==> src/rtl/wb_trace_buffer.sv <==
// wb_trace_buffer: write-back trace capture with a PC-match trigger,
// a programmable post-trigger window and oldest-first valid/ready replay.
// The block only observes the write-back stream; it never stalls the datapath.
module wb_trace_buffer #(
   parameter int DEPTH     = 16,
   parameter int ADDR_W    = 4,
   parameter int POST_TRIG = 8
) (
   input  logic              Clk,
   input  logic              Reset,
   input  logic              Arm,
   input  logic              TrigEn,
   input  logic [31:0]       TrigPC,
   input  logic              WB_RegWrite,
   input  logic [4:0]        WB_RegDst,
   input  logic [31:0]       WriteData,
   input  logic [31:0]       WB_PCAddResult,
   input  logic              Rd_Ready,
   output logic              Rd_Valid,
   output logic [31:0]       Rd_PC,
   output logic [4:0]        Rd_RegDst,
   output logic [31:0]       Rd_Data,
   output logic [ADDR_W:0]   Count,
   output logic [1:0]        State,
   output logic              Overflow
);

   localparam logic [1:0] ST_IDLE   = 2'd0;
   localparam logic [1:0] ST_ARMED  = 2'd1;
   localparam logic [1:0] ST_POST   = 2'd2;
   localparam logic [1:0] ST_FROZEN = 2'd3;

   localparam int ENTRY_W = 69;

   localparam logic [ADDR_W:0]   FULL_COUNT = (ADDR_W+1)'(DEPTH);
   localparam logic [ADDR_W:0]   CNT_ONE    = (ADDR_W+1)'(1);
   localparam logic [ADDR_W:0]   CNT_ZERO   = (ADDR_W+1)'(0);
   localparam logic [ADDR_W-1:0] PTR_ONE    = ADDR_W'(1);
   localparam logic [ADDR_W-1:0] PTR_ZERO   = ADDR_W'(0);
   localparam logic [ADDR_W-1:0] POST_LOAD  = ADDR_W'(POST_TRIG);
   localparam logic [ADDR_W-1:0] POST_ONE   = ADDR_W'(1);

   // Trace storage; contents are only observable through the valid-gated read port
   logic [ENTRY_W-1:0] mem_r [DEPTH];

   logic [1:0]        state_r,    state_s;
   logic [ADDR_W-1:0] wr_ptr_r,   wr_ptr_s;
   logic [ADDR_W-1:0] rd_ptr_r,   rd_ptr_s;
   logic [ADDR_W:0]   count_r,    count_s;
   logic [ADDR_W-1:0] post_cnt_r, post_cnt_s;
   logic              overflow_r, overflow_s;

   logic              capture_s;
   logic              full_s;
   logic              trig_s;
   logic              rd_valid_s;
   logic              pop_s;
   logic              rearm_s;
   logic [ENTRY_W-1:0] rd_entry_s;

   // Event qualification: what this cycle captures, triggers, pops or re-arms
   always_comb begin
      capture_s  = WB_RegWrite && ((state_r == ST_ARMED) || (state_r == ST_POST));
      full_s     = (count_r == FULL_COUNT);
      trig_s     = TrigEn && WB_RegWrite && (WB_PCAddResult == TrigPC);
      rd_valid_s = (state_r == ST_FROZEN) && (count_r != CNT_ZERO);
      // Arm wins over a simultaneous pop, so a pop is only taken without Arm
      pop_s      = rd_valid_s && Rd_Ready && !Arm;
      rearm_s    = Arm && ((state_r == ST_IDLE) || (state_r == ST_FROZEN));
   end

   // Next-state computation for control state, pointers, count and flags
   always_comb begin
      state_s    = state_r;
      wr_ptr_s   = wr_ptr_r;
      rd_ptr_s   = rd_ptr_r;
      count_s    = count_r;
      post_cnt_s = post_cnt_r;
      overflow_s = overflow_r;

      if (rearm_s) begin
         // Fresh capture: unread entries are discarded
         state_s    = ST_ARMED;
         wr_ptr_s   = PTR_ZERO;
         rd_ptr_s   = PTR_ZERO;
         count_s    = CNT_ZERO;
         post_cnt_s = POST_LOAD;
         overflow_s = 1'b0;
      end else begin
         if (capture_s) begin
            wr_ptr_s = wr_ptr_r + PTR_ONE;
            if (full_s) begin
               // Buffer full: drop the oldest entry to make room
               rd_ptr_s   = rd_ptr_r + PTR_ONE;
               overflow_s = 1'b1;
            end else begin
               count_s = count_r + CNT_ONE;
            end
         end else begin
            wr_ptr_s = wr_ptr_r;
         end

         case (state_r)
            ST_IDLE: begin
               state_s = ST_IDLE;
            end
            ST_ARMED: begin
               if (trig_s) begin
                  if (POST_TRIG == 0) begin
                     state_s = ST_FROZEN;
                  end else begin
                     state_s    = ST_POST;
                     post_cnt_s = POST_LOAD;
                  end
               end else begin
                  state_s = ST_ARMED;
               end
            end
            ST_POST: begin
               // Only capture counts; further trigger matches are ignored
               if (capture_s) begin
                  post_cnt_s = post_cnt_r - POST_ONE;
                  if (post_cnt_r == POST_ONE) begin
                     state_s = ST_FROZEN;
                  end else begin
                     state_s = ST_POST;
                  end
               end else begin
                  state_s = ST_POST;
               end
            end
            ST_FROZEN: begin
               if (pop_s) begin
                  rd_ptr_s = rd_ptr_r + PTR_ONE;
                  count_s  = count_r - CNT_ONE;
                  if (count_r == CNT_ONE) begin
                     state_s = ST_IDLE;
                  end else begin
                     state_s = ST_FROZEN;
                  end
               end else begin
                  state_s = ST_FROZEN;
               end
            end
            default: begin
               state_s = ST_IDLE;
            end
         endcase
      end
   end

   // Control registers with asynchronous active-high reset
   always_ff @(posedge Clk or posedge Reset) begin
      if (Reset) begin
         state_r    <= ST_IDLE;
         wr_ptr_r   <= PTR_ZERO;
         rd_ptr_r   <= PTR_ZERO;
         count_r    <= CNT_ZERO;
         post_cnt_r <= PTR_ZERO;
         overflow_r <= 1'b0;
      end else begin
         state_r    <= state_s;
         wr_ptr_r   <= wr_ptr_s;
         rd_ptr_r   <= rd_ptr_s;
         count_r    <= count_s;
         post_cnt_r <= post_cnt_s;
         overflow_r <= overflow_s;
      end
   end

   // Entry write: {PC, Dst, Data} stored at the write pointer on each captured event
   always_ff @(posedge Clk) begin
      if (capture_s) begin
         mem_r[wr_ptr_r] <= {WB_PCAddResult, WB_RegDst, WriteData};
      end
   end

   // Zero-latency read of the oldest entry, forced to zero when nothing is offered
   always_comb begin
      rd_entry_s = mem_r[rd_ptr_r];
      if (rd_valid_s) begin
         Rd_PC     = rd_entry_s[68:37];
         Rd_RegDst = rd_entry_s[36:32];
         Rd_Data   = rd_entry_s[31:0];
      end else begin
         Rd_PC     = 32'd0;
         Rd_RegDst = 5'd0;
         Rd_Data   = 32'd0;
      end
   end

   assign Rd_Valid = rd_valid_s;
   assign Count    = count_r;
   assign State    = state_r;
   assign Overflow = overflow_r;

endmodule

==> config.mk <==
export PLATFORM = sky130hd
export DESIGN_NAME = wb_trace_buffer
export DESIGN_NICKNAME = d
export VERILOG_FILES = /design/src/rtl/wb_trace_buffer.sv
export SDC_FILE = /design/constraint.sdc
export NUM_CORES = 1
export LEC_CHECK = 0
export ABC_AREA = 0
export BUFFER_PORTS_ARGS = -buffer_cell sky130_fd_sc_hd__buf_2
export CAP_MARGIN = 20
export CORE_MARGIN = 2
export CORE_UTILIZATION = 40
export DETAILED_ROUTE_END_ITERATION = 6
export PLACE_DENSITY = 0.56
export SYNTH_ARGS = -nofsm -noshare
export SYNTH_HDL_FRONTEND = slang
export SYNTH_SLANG_ARGS = --single-unit
==> constraint.sdc <==
create_clock -name Clk -period 3.05 [get_ports Clk]
set_input_delay 0.4575 -clock Clk [delete_from_list [all_inputs] [get_ports Clk]]
set_output_delay 0.4575 -clock Clk [all_outputs]
set_load 0.01 [all_outputs]
* After elaboration in Yosys (flattened, before gate mapping)
Memory sizes are Yosys's and may differ from the RTL's.
Index checks and enable logic that the tools add are counted.
** Cells by class
- $add $sub $neg :: 5
- Eq/ne operators :: 9
- Muxes and demuxes :: 31
- Reductions and logical operators :: 17
** Operators by type and width (number)
- $mux W32 :: 2
- $mux W4 :: 10
- $eq A32 B32 Y1 :: 1
- $mux W5 :: 6
- $mux W2 :: 5
- $add A4 B1 Y4 const B :: 2
- $pmux W2 S4 :: 1
- $pmux W4 S2 :: 1
- $logic_and A1 B1 Y1 :: 7
- $mux W1 :: 6
- $ne A3 B3 Y1 const B :: 2
- $add A5 B1 Y5 const B :: 1
- $eq A5 B1 Y1 const B :: 1
- $eq A5 B5 Y1 const B :: 1
- $reduce_bool A5 Y1 :: 1
- $sub A5 B1 Y5 const B :: 1
- $eq A2 B2 Y1 const B :: 2
- $eq A4 B1 Y1 const B :: 1
- $reduce_bool A2 Y1 :: 2
- $sub A4 B1 Y4 const B :: 1
- $reduce_and A3 Y1 :: 1
- $reduce_bool A3 Y1 :: 1
- $eq A2 B1 Y1 const B :: 1
- $logic_not A2 Y1 :: 1
- 3 further kinds :: 4
** Storage, ports and cells
- Register bits :: 20
- Bits in writable memories :: 1104
- Logic and storage cells :: 69
- Memories kept :: 1
** Memory list
- mem_r :: depth 16, bits a word 69, read ports 1, clocked after memory_dff 0, wr ports 1, RTL line 44 : logic [ENTRY_W-1:0] mem_r [DEPTH];

* Logic depth before layout (Yosys ltp)
Gate-level depths: netlist (run 1).
- Depth in word-level cells :: 7
- Mapped depth :: 8

* Worst setup path before layout (run 1)
No wires, ideal clock.
- Kind :: reg-to-reg
- Start :: register state_r[0], in the netlist State[0]
- End :: memory mem_r[10][0] (enable)
- Setup time :: 434 ps
- Data arrival time :: 2956 ps
- Setup slack :: -340 ps
- Cell stages (with the launch flop) :: 6
- Path buffers :: 0
- Clock period less this slack :: 3390 ps
- Cells stage by stage :: dfrtp_1 inv_1 ha_1 nand2_1 nor3b_1 and2_1
** Between the ends
- Cells in the longest elaborated chain, start to end :: 5
- Elaborated cells between the ends (all ways) :: 6
** Ends and longest elaborated chain
- from (decl) :: RTL line 46 : logic [1:0] state_r, state_s;
- from (signal assigned) :: RTL line 162 : state_r <= state_s;
- $eq A2 B1 Y1 or $eq A2 B2 Y1 (tied branches) :: RTL line 63 : capture_s = WB_RegWrite && ((state_r == ST_ARMED) || (state_r == ST_POST));
- $logic_or A1 B1 Y1 (*) :: RTL line 63
- $logic_and A1 B1 Y1 (*) :: RTL line 63
- $mux W1 (*) :: RTL line 173 : if (capture_s) begin
- $mux W1 (not written as such) (*) :: RTL line 174 : mem_r[wr_ptr_r] <= {WB_PCAddResult, WB_RegDst, WriteData};
- to (decl) :: RTL line 44
Mark *: on every way between the ends. The rest lies on a longest branch, timed or not.

* Worst setup path in the final report (run 1)
- Start :: register rd_ptr_r[0]
- End :: output Rd_PC[14]
** Between the ends
- Cells in the longest elaborated chain, start to end :: 2
** Ends and longest elaborated chain
- from (decl) :: RTL line 48 : logic [ADDR_W-1:0] rd_ptr_r, rd_ptr_s;
- from (signal assigned) :: RTL line 164 : rd_ptr_r <= rd_ptr_s;
- $mem_v2 Z16 W69
- $mux W32 :: RTL line 181 : if (rd_valid_s) begin
- to (decl) :: RTL line 20 : output logic [31:0] Rd_PC,
Every way passes these cells.

==> out/results.txt, run 1 <==
Tot GR Track Use = 19.6%
Synth Warn # = 0
Initial antenna violation count = 8
Crit path capture type = output port
Cell variety after synth = 42
Initial DRC Count = 1970
Drc violations = 0
Violated checks = setup timing
Tmin final = 3520 ps
Final Hold Viols = 0
Power Total = 33.1 mW
Die height = 335 um
Critical Path RT = 2590 ps
Worst Max-Slew Pin Slew = 829 ps
Vias in the first global route = 21842
CTS Root Cell = clkbuf_16
Worst Hold Class = input pin to flip-flop
Die W = 335 um
Fin area = 53300 sq um
RSZ-0062 raised after global routing = yes
Max Cap Viol = 0
Fin. max-slew vios = 0
Synth Area per Inst = 23.8 sq um
Htree depth = 3
GR Overflow Total = 0
WP data arrival = 3070 ps
Largest net degree at the start of global routing = 49
Wire per inst = 30.0 um
Sequential cell area = 33700 sq um
Yosys reg bits = 1124
Critical path startpoint category = flip-flop
Post-route worst setup slack = -474 ps
Crit path max fanout = 5
Post-DP Area = 47700 sq um
Fill cells = 8684
Routed wire length = 111000 um
First-pass GRT wire length = 156000 um
Final period utilization = 116%
Fmax = 284 MHz
Cell Pwr Density = 621 nW/um^2
Post-Syn Area = 43700 sq um
Clock tree buffer depth = 3
Initial Util = 40.2%
Max_slew headroom = 44.7%
R2r startpoint = State[0]
Routed vias/inst = 5.63
Io pins = 185
Leakage = 16.8 nW
Post-Place Worst Slack = -209 ps
Worst Setup SP = rd_ptr_r[0]
Site Rows = 121
CTS buffer count = 112
Final nets = 2322
Syn nets = 1957
Gp weighted congestion = 0.752
Hold path startpoint = WriteData[4]
Clk Latency, worst-skew pair = 690 ps
Post-Syn Instances = 1835
Layout cells sized above 1 = 40.0%
Total number of vias = 20910
PortBufs = 184
Core box area = 109000 sq um
Classification of the worst setup path = flip-flop to output port
Peak supply drop = 0.000487 V
Multi-input gate area = 9970 sq um
Clock Skew = 27.3 ps
CTS tree = yes
Die area = 112000 sq um
Sequential area share after synthesis = 77.0%
HPWL after DPL = 58600 um
Final ANT Viol Nets = 0
Clk sinks = 1124
Final setup viols = 69
Status = complete, but fails checks
Reg clk slew, reported paths = 60 ps
Area grow syn2layout = 21.9%
DRT Pass-1 Iters = 7
Setup TNS = -26470 ps
metrics by stage:
stage / utilization [%] / hold slack [ps] / cells
after floorplan: - / 421 / 1835
after global placement: 43.9 / 463 / 3443
after detailed placement: 43.9 / 470 / 3443
after CTS: 48.0 / 93.0 / 3688
after global routing: 49.0 / 128 / 3713
final: 49.0 / 147 / 3714
power by group:
part | total [mW] | internal (mW) | switching (mW)
clock network | 13.5 | 7.72 | 5.76
logic | 1.97 | 0.815 | 1.15
registers | 17.6 | 17.5 | 0.157
state kept, by name, summed over array words and instances (netlist names):
| signal | cells |
|---|---|
| Overflow | 1 |
| wr_ptr_r | 4 |
| post_cnt_r | 4 |
| mem_r | 1104 |
| Count | 5 |
| rd_ptr_r | 4 |
| State | 2 |
synth_stat cells:
cell,n,area share [%]
edfxtp_1,1104,76
mux4_2,345,18
nor2b_1,71,1.0
clkbuf_1,40,0.34
xor2_1,33,0.66
buf_4,20,0.34
dfrtp_1,20,1.1
buf_1,18,0.15
ha_1,15,0.43
nor4_1,15,0.21
nand2_1,14,0.12
nand3_1,14,0.16
and2_1,13,0.19
inv_1,13,0.11
buf_2,9,0.10
nor2_1,9,0.077
a21oi_1,8,0.092
o21ai_0,8,0.092
and3_1,7,0.10
xnor2_1,7,0.14
buf_6,5,0.13
nand4_1,5,0.072
nor3_1,5,0.057
a31oi_1,4,0.057
nand4b_1,3,0.060
o21a_1,3,0.052
or3_1,3,0.043
or4_1,3,0.052
a211oi_1,2,0.034
a311oi_1,2,0.040
mux2i_1,2,0.046
nand2b_1,2,0.029
nor3b_1,2,0.034
o211ai_1,2,0.034
o31ai_1,2,0.034
a211o_1,1,0.020
a21boi_0,1,0.017
a311o_1,1,0.023
a31o_2,1,0.020
nand3b_1,1,0.017
or4b_1,1,0.023
or4b_2,1,0.023
critical path, stage by stage (launching register included):
cell and delay, ps:
dfrtp_4 490, buf_12 150, buf_12 140, clkbuf_16 190
buf_12 150, mux4_2 420, mux4_2 520, nor2b_4 180
buf_6 130
timing repair:
item                                    CTS  global route
cloned                                   15            17
pin swaps                                 1             0
hold buffers                              1             0
resized for setup                        58           144
endpoints found under the hold margin    20             0
endpoints found under the setup margin   70            70
buffers inserted                         18            10
per-layer routing:
metal | GRT usage (%) | routed length [um] | part of all wire, %
met5 | 0 | 27 | 0.024
met4 | 6.11 | 2620 | 2.4
met3 | 2.91 | 5970 | 5.4
met2 | 31.6 | 54300 | 49
met1 | 27.8 | 48400 | 43
final cells by class:
| type | instances | area share, % |
|---|---|---|
| timing repair buffer | 343 | 7.93 |
| inverter | 13 | 0.0915 |
| clock buffer | 132 | 5.52 |
| antenna | 3 | 0.0141 |
| multi-input combinational | 606 | 18.7 |
| sequential | 1124 | 63.2 |
| clock inverter | 79 | 1.26 |
| tap | 1414 | 3.32 |
path summary, 6_finish.rpt:
kind / depth (start not counted) / endpoint / slack (ps)
hold / removal: 1 / mem_r[0][4] / 150
min in group asynchronous: 3 / Overflow / 470
max in group asynchronous: 3 / rd_ptr_r[0] / 1970
setup / recovery: 8 / Rd_PC[14] / -470
setup reg to reg: 6 / mem_r[11][10] / 380
hold reg to reg: 2 / Overflow / 500
placed cells by master (no fill, tap or decap), types with 17 or more instances in the layout:
cell,synthesis,routed
xor2_1,33,33
clkinv_1,0,37
clkbuf_16,0,130
buf_6,5,51
buf_12,0,78
buf_4,20,27
nor2b_4,0,45
clkbuf_1,40,17
mux4_2,345,345
edfxtp_1,1104,1104
buf_16,0,24
nor2b_1,71,25
buf_2,9,138
clkinv_2,0,22
cells by family after synthesis:
group | after synthesis | share of synthesized area (%)
xor+xnor | 40 | 0.801
fa+ha+maj | 15 | 0.429
simple gates | 169 | 2.28
buf+inv | 105 | 1.18
compound gates | 35 | 0.515
flops | 1124 | 77.0
mux | 347 | 17.8
No activity file was read; power rests on OpenSTA's default activity.
==> inputs of run 2 (changes only) <==
Settings changed: CORE_MARGIN 2 to not set, PLACE_DENSITY 0.56 to not set, PLACE_DENSITY_LB_ADDON set to 0.25.
==> out/results.txt, run 2 (synthesized netlist as in run 1, its figures left out) <==
Routed vias/inst = 5.59
Clk sinks = 1124
Power share of the combinational group = 5.9%
Reg clk slew, reported paths = 70 ps
Fmax = 291 MHz
Initial DRC Count = 2146
Die height = 333 um
Final ANT Viol Nets = 0
Peak supply drop = 0.000459 V
Drc violations = 0
Crit path capture type = output port
Max reg flops = 1104
Post-Place Worst Slack = 209 ps
Non-Filler Instances = 3691
Max Cap Viol = 0
Vias in the first global route = 21830
Initial antenna violation count = 10
Layout cells sized above 1 = 39.5%
Met3 routed WL = 6340 um
Cell Int Power = 25.9 mW
Routed wire length = 108000 um
WL met2 = 53100 um
Io pins = 185
Worst reg2reg endpoint = mem_r[10][30]
Highest metal used = met5
CTS tree = yes
Largest register by flop count = mem_r
Util after Layout = 49.0%
Area grow syn2layout = 20.6%
Sequential power share = 53.7%
Crit-path cells = buf_6, buf_12, buf_12, mux4_2, mux4_2, nor2b_1, buf_2
Classification of the worst setup path = flip-flop to output port
Critical Path RT = 2590 ps
Commonest cells after routing, fill and taps aside = 1104 x edfxtp_1, 345 x mux4_2, 154 x buf_2
Initial Util = 40.6%
Worst R2R Path Depth = 6
Core box area = 108000 sq um
Clk Latency, worst-skew pair = 680 ps
Post-DP Area = 47600 sq um
DRT Pass-1 Iters = 5
CTS Root Cell = clkbuf_16
Critical path startpoint category = flip-flop
Reg2reg setup slack = 300 ps
Tmin final = 3440 ps
RSZ-0062 raised after global routing = yes
Final Hold Viols = 0
Worst Setup EP = Rd_Data[21]
Final setup viols = 69
Die W = 333 um
Final period utilization = 113%
Fin. max-slew vios = 0
Clock tree buffer depth = 3
GR Overflow Total = 0
Fin area = 52700 sq um
Setup TNS = -21190 ps
Worst Max-Slew Pin Slew = 959 ps
PortBufs = 184
Clock power share = 40.4%
Worst Setup SP = rd_ptr_r[0]
Worst Hold Class = input pin to flip-flop
First-pass GRT wire length = 153000 um
Switching share of total power = 21.3%
Post-route worst setup slack = -386 ps
Crit path max fanout = 6
M1 wire length = 45700 um
Slowest cell on the critical path = mux4_2
Wire per inst = 29.2 um
Total number of vias = 20636
Crit path largest cell delay = 530 ps
Tot GR Track Use = 19.2%
Fill cells = 8461
HPWL after DPL = 58200 um
Leakage = 16.6 nW
Clock Skew = 24.0 ps
NetSw = 6.99 mW
Cell Pwr Density = 623 nW/um^2
R2r startpoint = State[0]
Gp weighted congestion = 0.751
Status = complete, but fails checks
Htree depth = 3
Max_slew headroom = 35.8%
Commonest non-fill, non-tap cell in the layout = edfxtp_1
Dpl cells = 3430
CTS buffer count = 114
Final nets = 2320
Largest net degree at the start of global routing = 65
Die area = 111000 sq um
WP data arrival = 2980 ps
Site Rows = 120
Violated checks = setup timing
-- run 2: changes by cell type in the layout (fill, tap and decap cells not counted), sizes merged --
cell,previous run,this run
clkinv,63,58
buf,326,319
bufbuf,1,2
bufinv,10,9
inv,15,18
diode,3,2
clkbuf,147,146
clkinvlp,4,3
-- run 2: through the flow --
stage | hold WS [ps] | power [mW]
after floorplan | 421 | 18.9
after global placement | 467 | 19.7
after CTS | 106 | 33.1
after global routing | 126 | 33.9
after detailed placement | 478 | 19.8
final | 152 | 32.9
-- run 2: how the worst min path moves through the flow --
stage / startpoint / end / slack [ps] / cells past startpoint
global placement: Overflow / Overflow / 470 / 2
floorplan: Reset / Count[0] / 420 / 1
detailed placement: Overflow / Overflow / 480 / 2
global route: WriteData[17] / mem_r[1][17] / 130 / 1
CTS: WriteData[17] / mem_r[0][17] / 110 / 1
finish: WriteData[4] / mem_r[15][4] / 150 / 1
-- run 2: final cells by class --
| type | count | area [sq um] | share of cell area [%] |
|---|---|---|---|
| inverters | 13 | 48.8 | 0.0925 |
| well taps | 1403 | 1760 | 3.33 |
| clock inverters | 75 | 634 | 1.20 |
| multi-input cells | 606 | 9880 | 18.7 |
| repair buffers | 339 | 3830 | 7.26 |
| clock buffers | 129 | 2910 | 5.52 |
| diodes | 2 | 5.00 | 0.00949 |
| flip-flops and latches | 1124 | 33700 | 63.9 |
-- run 2: metal layers --
layer  track usage, %  vias up
met5                0        -
met1             27.1    11216
met4             5.63        4
li1                 -     8609
met2             31.2      671
met3             2.71      136
-- run 2: power groups by stage --
stage	Combinational (mW)	Sequential (mW)	Clock, mW
final	1.93	17.6	13.3
after detailed placement	1.82	18.0	0
after global routing	2.08	17.7	14.1
after floorplan	0.928	17.9	0
after global placement	1.76	17.9	0
after CTS	1.90	17.6	13.5
-- run 2: repair_timing --
action | 4_1_cts | 5_1_grt
hold endpoints to repair | 20 | 0
setup endpoints to repair | 70 | 70
hold buffers | 1 | 0
setup buffers | 19 | 9
resized for setup | 54 | 95
cloned | 9 | 19
-- run 2: worst max-delay path: cells and delay by family (launching register included) --
family / cells / cell delay [ps]
buffers and inverters: 4 / 630
flip-flops: 1 / 460
multiplexers: 2 / 1020
AND/OR/NAND/NOR: 1 / 160
